## src/rtl/score_display_scanner.sv

```systemverilog
// ============================================================================
// Module   : score_display_scanner
// Purpose  : Time-multiplexed scan of a multi-digit score onto one shared
//            seven-segment decoder, with blanking guard and frame-aligned update.
// Revision : 1.0 - initial release
// ============================================================================
`default_nettype none

module score_display_scanner #(
    parameter int NUM_DIGITS   = 4,
    parameter int SCAN_DIV     = 50000,
    parameter int BLANK_CYCLES = 16
) (
    input  logic                    clk,
    input  logic                    rst_n,
    input  logic                    upd_req,
    input  logic [4*NUM_DIGITS-1:0] value_in,
    input  logic [NUM_DIGITS-1:0]   blank_mask,
    input  logic                    lz_suppress,
    output logic                    upd_ack,
    output logic                    frame_commit,
    output logic [3:0]              dec_x,
    output logic [NUM_DIGITS-1:0]   digit_en_n
);

    localparam int CNT_W = (SCAN_DIV > 2) ? $clog2(SCAN_DIV) : 1;
    localparam int IDX_W = (NUM_DIGITS > 2) ? $clog2(NUM_DIGITS) : 1;
    localparam int VAL_W = 4 * NUM_DIGITS;

    localparam logic [CNT_W-1:0] CNT_LAST   = CNT_W'(SCAN_DIV - 1);
    localparam logic [CNT_W-1:0] BLANK_LAST = CNT_W'(BLANK_CYCLES - 1);
    localparam logic [IDX_W-1:0] IDX_LAST   = IDX_W'(NUM_DIGITS - 1);

    typedef enum logic [0:0] {
        ST_BLANK = 1'b0,
        ST_DRIVE = 1'b1
    } state_t;

    state_t                r_state, w_state_nxt;
    logic [CNT_W-1:0]      r_cnt, w_cnt_nxt;
    logic [IDX_W-1:0]      r_idx, w_idx_nxt;
    logic [VAL_W-1:0]      r_active, w_active_nxt;
    logic [VAL_W-1:0]      r_pending, w_pending_nxt;
    logic                  r_pend_flag, w_pend_flag_nxt;

    logic                  w_cnt_last;
    logic                  w_boundary;
    logic                  w_commit;
    logic                  w_zero_above;
    logic                  w_suppress;
    logic [NUM_DIGITS-1:0] w_lead_zero;
    logic [3:0]            w_dec_nxt;
    logic [NUM_DIGITS-1:0] w_en_nxt;

    always_ff @(posedge clk or negedge rst_n) begin
        if (!rst_n) begin
            r_state      <= ST_BLANK;
            r_cnt        <= '0;
            r_idx        <= '0;
            r_active     <= '0;
            r_pending    <= '0;
            r_pend_flag  <= 1'b0;
            upd_ack      <= 1'b0;
            frame_commit <= 1'b0;
            dec_x        <= 4'd0;
            digit_en_n   <= '1;
        end else begin
            r_state      <= w_state_nxt;
            r_cnt        <= w_cnt_nxt;
            r_idx        <= w_idx_nxt;
            r_active     <= w_active_nxt;
            r_pending    <= w_pending_nxt;
            r_pend_flag  <= w_pend_flag_nxt;
            upd_ack      <= upd_req;
            frame_commit <= w_commit;
            dec_x        <= w_dec_nxt;
            digit_en_n   <= w_en_nxt;
        end
    end

    always_comb begin
        w_state_nxt     = r_state;
        w_cnt_last      = (r_cnt == CNT_LAST);
        w_boundary      = w_cnt_last && (r_idx == IDX_LAST);
        w_cnt_nxt       = w_cnt_last ? '0 : r_cnt + 1'b1;
        w_idx_nxt       = r_idx;
        w_commit        = w_boundary && (upd_req || r_pend_flag);
        w_active_nxt    = r_active;
        w_pending_nxt   = upd_req ? value_in : r_pending;
        w_pend_flag_nxt = r_pend_flag | upd_req;
        w_zero_above    = 1'b1;
        w_lead_zero     = '0;
        w_suppress      = 1'b0;
        w_dec_nxt       = 4'd0;
        w_en_nxt        = '1;

        case (r_state)
            ST_BLANK: if (r_cnt == BLANK_LAST) w_state_nxt = ST_DRIVE;
            ST_DRIVE: if (w_cnt_last)          w_state_nxt = ST_BLANK;
            default:                           w_state_nxt = ST_BLANK;
        endcase

        if (w_cnt_last) begin
            w_idx_nxt = (r_idx == IDX_LAST) ? '0 : r_idx + 1'b1;
        end

        // A request landing on the boundary edge bypasses the shadow register.
        if (w_boundary) begin
            w_pend_flag_nxt = 1'b0;
            if (upd_req) begin
                w_active_nxt = value_in;
            end else if (r_pend_flag) begin
                w_active_nxt = r_pending;
            end
        end

        // Digit 0 is never flagged, so an all-zero value still shows one '0'.
        for (int i = NUM_DIGITS - 1; i >= 1; i--) begin
            w_zero_above   = w_zero_above & (w_active_nxt[4*i +: 4] == 4'd0);
            w_lead_zero[i] = w_zero_above;
        end

        // Outputs are decoded from next-state so they line up with the counter.
        for (int i = 0; i < NUM_DIGITS; i++) begin
            if (w_idx_nxt == IDX_W'(i)) begin
                w_dec_nxt  = w_active_nxt[4*i +: 4];
                w_suppress = blank_mask[i] | (lz_suppress & w_lead_zero[i]);
                if ((w_state_nxt == ST_DRIVE) && !w_suppress) begin
                    w_en_nxt[i] = 1'b0;
                end
            end
        end
    end

endmodule

`default_nettype wire

```

## config.mk

```make
export PLATFORM = sky130hd
export DESIGN_NAME = score_display_scanner
export DESIGN_NICKNAME = d
export VERILOG_FILES = /design/src/rtl/score_display_scanner.sv
export SDC_FILE = /design/constraint.sdc
export NUM_CORES = 1
export LEC_CHECK = 0
export BUFFER_PORTS_ARGS = -buffer_cell sky130_fd_sc_hd__buf_2
export CAP_MARGIN = 20
export CORE_ASPECT_RATIO = 0.75
export CORE_MARGIN = 1.5
export CORE_UTILIZATION = 60
export CTS_CLUSTER_SIZE = 28
export DETAILED_ROUTE_END_ITERATION = 10
export PLACE_DENSITY = 0.84
export SYNTH_ARGS = -nofsm -noshare
export SYNTH_HDL_FRONTEND = slang
export SYNTH_SLANG_ARGS = --single-unit
export TNS_END_PERCENT = 10
```

## constraint.sdc

```tcl
create_clock -name clk -period 7.1 [get_ports clk]
set_input_delay 0.71 -clock clk [delete_from_list [all_inputs] [get_ports clk]]
set_output_delay 0.71 -clock clk [all_outputs]
set_load 0.05 [all_outputs]
```

==> qor.yml <==
status:
  result_of_the_run: "complete, no violations"
min_path:
  whs_path_depth: 1
  hp-start: "r_cnt[0]$_DFF_PN0_"
  min_path_type: "reg -> reg"
  timing.hold.worst_endpoint: "r_cnt[0]$_DFF_PN0_"
grt:
  grt_pass1_vias: 1843
  track_usage: 0.242
  grt_antenna_before_repair: 0
  grt_start_max_net_pins: 63
  grt_pass1_wl_mm: 8.74
  congestion_overflow_gr: 0
timing:
  clock_skew_ns: 0.00256
  fin_setup_tns_ns: 0
  rsz0062_at_grt: "false"
  max_slew_margin: 0.279
  final-max-slew-violation-count: 0
  finalCriticalPeriod_ns: 3.18
  final_hold_viol_count: 0
  maxClockFrequency_mhz: 314
  share_of_the_clock_period_used_by_the_worst_path: 0.448
  setup_violations: 0
  worst_max_slew_pin_slew_ns: 1.07
  worst_hold_slack_ns: 0.481
setup_path:
  cp-start-kind: "register"
  cp_data_arrival_time_ns: 3.43
  worst_setup_ep_type: "register"
  critPathMaxFanout: 11
  critical_r2r_launch: "r_cnt[0]$_DFF_PN0_"
  crit_required_ns: 7.35
  reg2reg_depth: 7
  crit_type: "reg -> reg"
  worst-r2r-setup-slack_ns: 3.92
  timing.rr.end: "digit_en_n[0]$_DFF_PN1_"
synth:
  synth_area_leaders: "dfrtp_1 52%, mux2i_1 7.9%, mux2_2 6.1%"
  yosysTopAreaCellShare: 0.521
  netlist.top_cell.by_area: "dfrtp_1"
  synth_area_per_cell_sq_um: 11.9
  unique_masters_post_synth: 38
  syn_inst: 235
  synth_ff_type: "dfrtp_1"
  synth.most_common_cell: "dfrtp_1"
  flops_latches_synth: 62
  syn_std_cell_area_sq_mm: 0.00279
  number_of_enable_flip_flop_cells_after_synthesis: 0
  netlist_top_cells_count: "58 x dfrtp_1, 22 x mux2i_1, 21 x nand2_1"
  synth-async-reset-ratio: 1.00
  ys_seq_area_frac: 0.559
  mappedNetlistNets: 261
  synth_warnings: 0
cells_and_area:
  layout-drive-gt1-share: 0.263
  design.final.nets: 295
  final_cells: 331
  flow.area_growth_from_synthesis_pct: 13.7
  finalCoreUtilization: 0.709
  antennaDiodeCount: 0
  fill_cells: 325
cts:
  cts-hold-fix-buffers: 0
  ctsLongestPathBuffers: 2
  clock_latency_on_the_worst_skew_pair_ns: 0.34
  clock_tree_root: "clkbuf_8"
  post_cts.resized_instances: 0
  cts-buffers-inserted: 9
  cts_setup_buffers: 0
  tritoncts_clock_tree: "yes"
  clock_sink_count: 62
  cts.reportedPaths.clkPinSlew_ns: 0.06
  htreeDepth: 3
power_and_ir_drop:
  p_total_mw: 0.729
  peakVddDrop_uv: 142
  power_per_cell_area_mw_per_mm2: 230
  total_leakage_power_nw: 1.50
floorplan:
  design.core.area_sq_mm: 0.00447
  ios: 34
  initial_core_util: 0.624
  rows: 21
  die-width_um: 81.7
  die-area_sq_mm: 0.00507
  die_y_um: 62.0
flow_run:
  max_cap_violations: 0
detailed_routing:
  vias_per_cell: 5.81
  detail_route.drc_violations: 0
  ant_nets: 0
  routed_wirelength_mm: 5.42
  vias: 1924
  detailedRoute.firstPassIterationCount: 4
  drt_iter0_drc: 140
  wl_per_cell_um: 16.4
placed_design:
  buffer_ports.inserted: 33
  globalplace.congestion: 0.841
  detailedPlacementHpwl_mm: 3.89
  place.detailed.instances: 315
[metrics by stage]
| step | worst slack (ns) | instance area [sq um] |
|---|---|---|
| 3_3_place_gp | 4.08 | 2980 |
| 4_1_cts | 3.92 | 3170 |
| 5_1_grt | 3.69 | 3170 |
| 2_1_floorplan | 4.63 | 2790 |
| 6_report | 3.92 | 3170 |
| 3_5_place_dp | 3.92 | 2980 |
[worst max path at each step]
stage                        from                 endpoint  slack [ns]  cells after the start
6_report       r_cnt[0]$_DFF_PN0_  digit_en_n[0]$_DFF_PN1_        3.92                      7
5_1_grt        r_cnt[0]$_DFF_PN0_  digit_en_n[0]$_DFF_PN1_        3.69                      7
3_5_place_dp   r_cnt[0]$_DFF_PN0_  digit_en_n[0]$_DFF_PN1_        3.92                      7
4_1_cts        r_cnt[0]$_DFF_PN0_  digit_en_n[0]$_DFF_PN1_        3.92                      7
3_3_place_gp   r_cnt[0]$_DFF_PN0_  digit_en_n[0]$_DFF_PN1_        4.08                      7
2_1_floorplan  r_cnt[0]$_DFF_PN0_  digit_en_n[1]$_DFF_PN1_        4.63                      9
[worst max-delay path, cell delays in order, from the launching register on]
cell and delay [ns]:
dfrtp_1 0.38, ha_1 0.19, and3_1 0.31, nand3_1 0.18
nor2_1 0.58, mux2i_1 0.81, inv_1 0.12, or4_1 0.53
[logic make-up after synthesis]
family | count (synthesis) | share of synthesized area
simple gates | 71 | 0.137
flops | 62 | 0.559
mux | 37 | 0.140
compound gates | 26 | 0.0772
buf+inv | 23 | 0.0350
xor+xnor | 14 | 0.0440
fa+ha+maj | 2 | 0.00898
[power by group]
group | leakage [nW] | switching (mW) | internal, mW | total [mW]
clock | 0.0948 | 0.132 | 0.159 | 0.291
combinational | 0.655 | 0.0347 | 0.0235 | 0.0582
sequential | 0.755 | 0.00743 | 0.372 | 0.379
total | 1.50 | 0.175 | 0.554 | 0.729
[layer usage]
metal,vias up,global-route usage,share of wire
li1,907,-,-
met1,956,0.330,0.47
met2,51,0.368,0.46
met3,10,0.0803,0.057
met4,0,0.0896,0.015
met5,-,0,0
[registers in the layout, indices dropped and copies added (netlist names)]
name	count
dec_x	4
frame_commit	1
r_active	16
r_idx	2
r_state	1
r_pend_flag	1
digit_en_n	4
upd_ack	1
r_pending	16
r_cnt	16
[placed cells by master, fill, tap and decap left out, types with 2 or more instances in the layout]
cell type   count
dfrtp_1        58
buf_2          33
mux2i_1        22
nand2_1        21
mux2_2         15
nor2_1         14
inv_1          12
o31ai_1        10
nand3_1         9
a221o_1         9
xor2_1          9
clkbuf_8        9
xnor2_1         5
and3_1          4
nor2b_1         4
nand4_1         4
clkinv_2        4
dfstp_2         4
or4_1           3
nor3_1          2
o21ai_0         2
ha_1            2
clkinvlp_4      2
[layout make-up]
cell class                      count  area (sq um)  share of cell area
Inverter                           12          45.0              0.0142
Multi-Input combinational cell    150          1130               0.358
Tap cell                           57          71.3              0.0225
Clock inverter                      7          65.1              0.0205
Timing Repair Buffer               34           173              0.0545
Sequential cell                    62          1560               0.492
Clock buffer                        9           124              0.0391
Note: power is estimated with default switching activity, not from simulation.
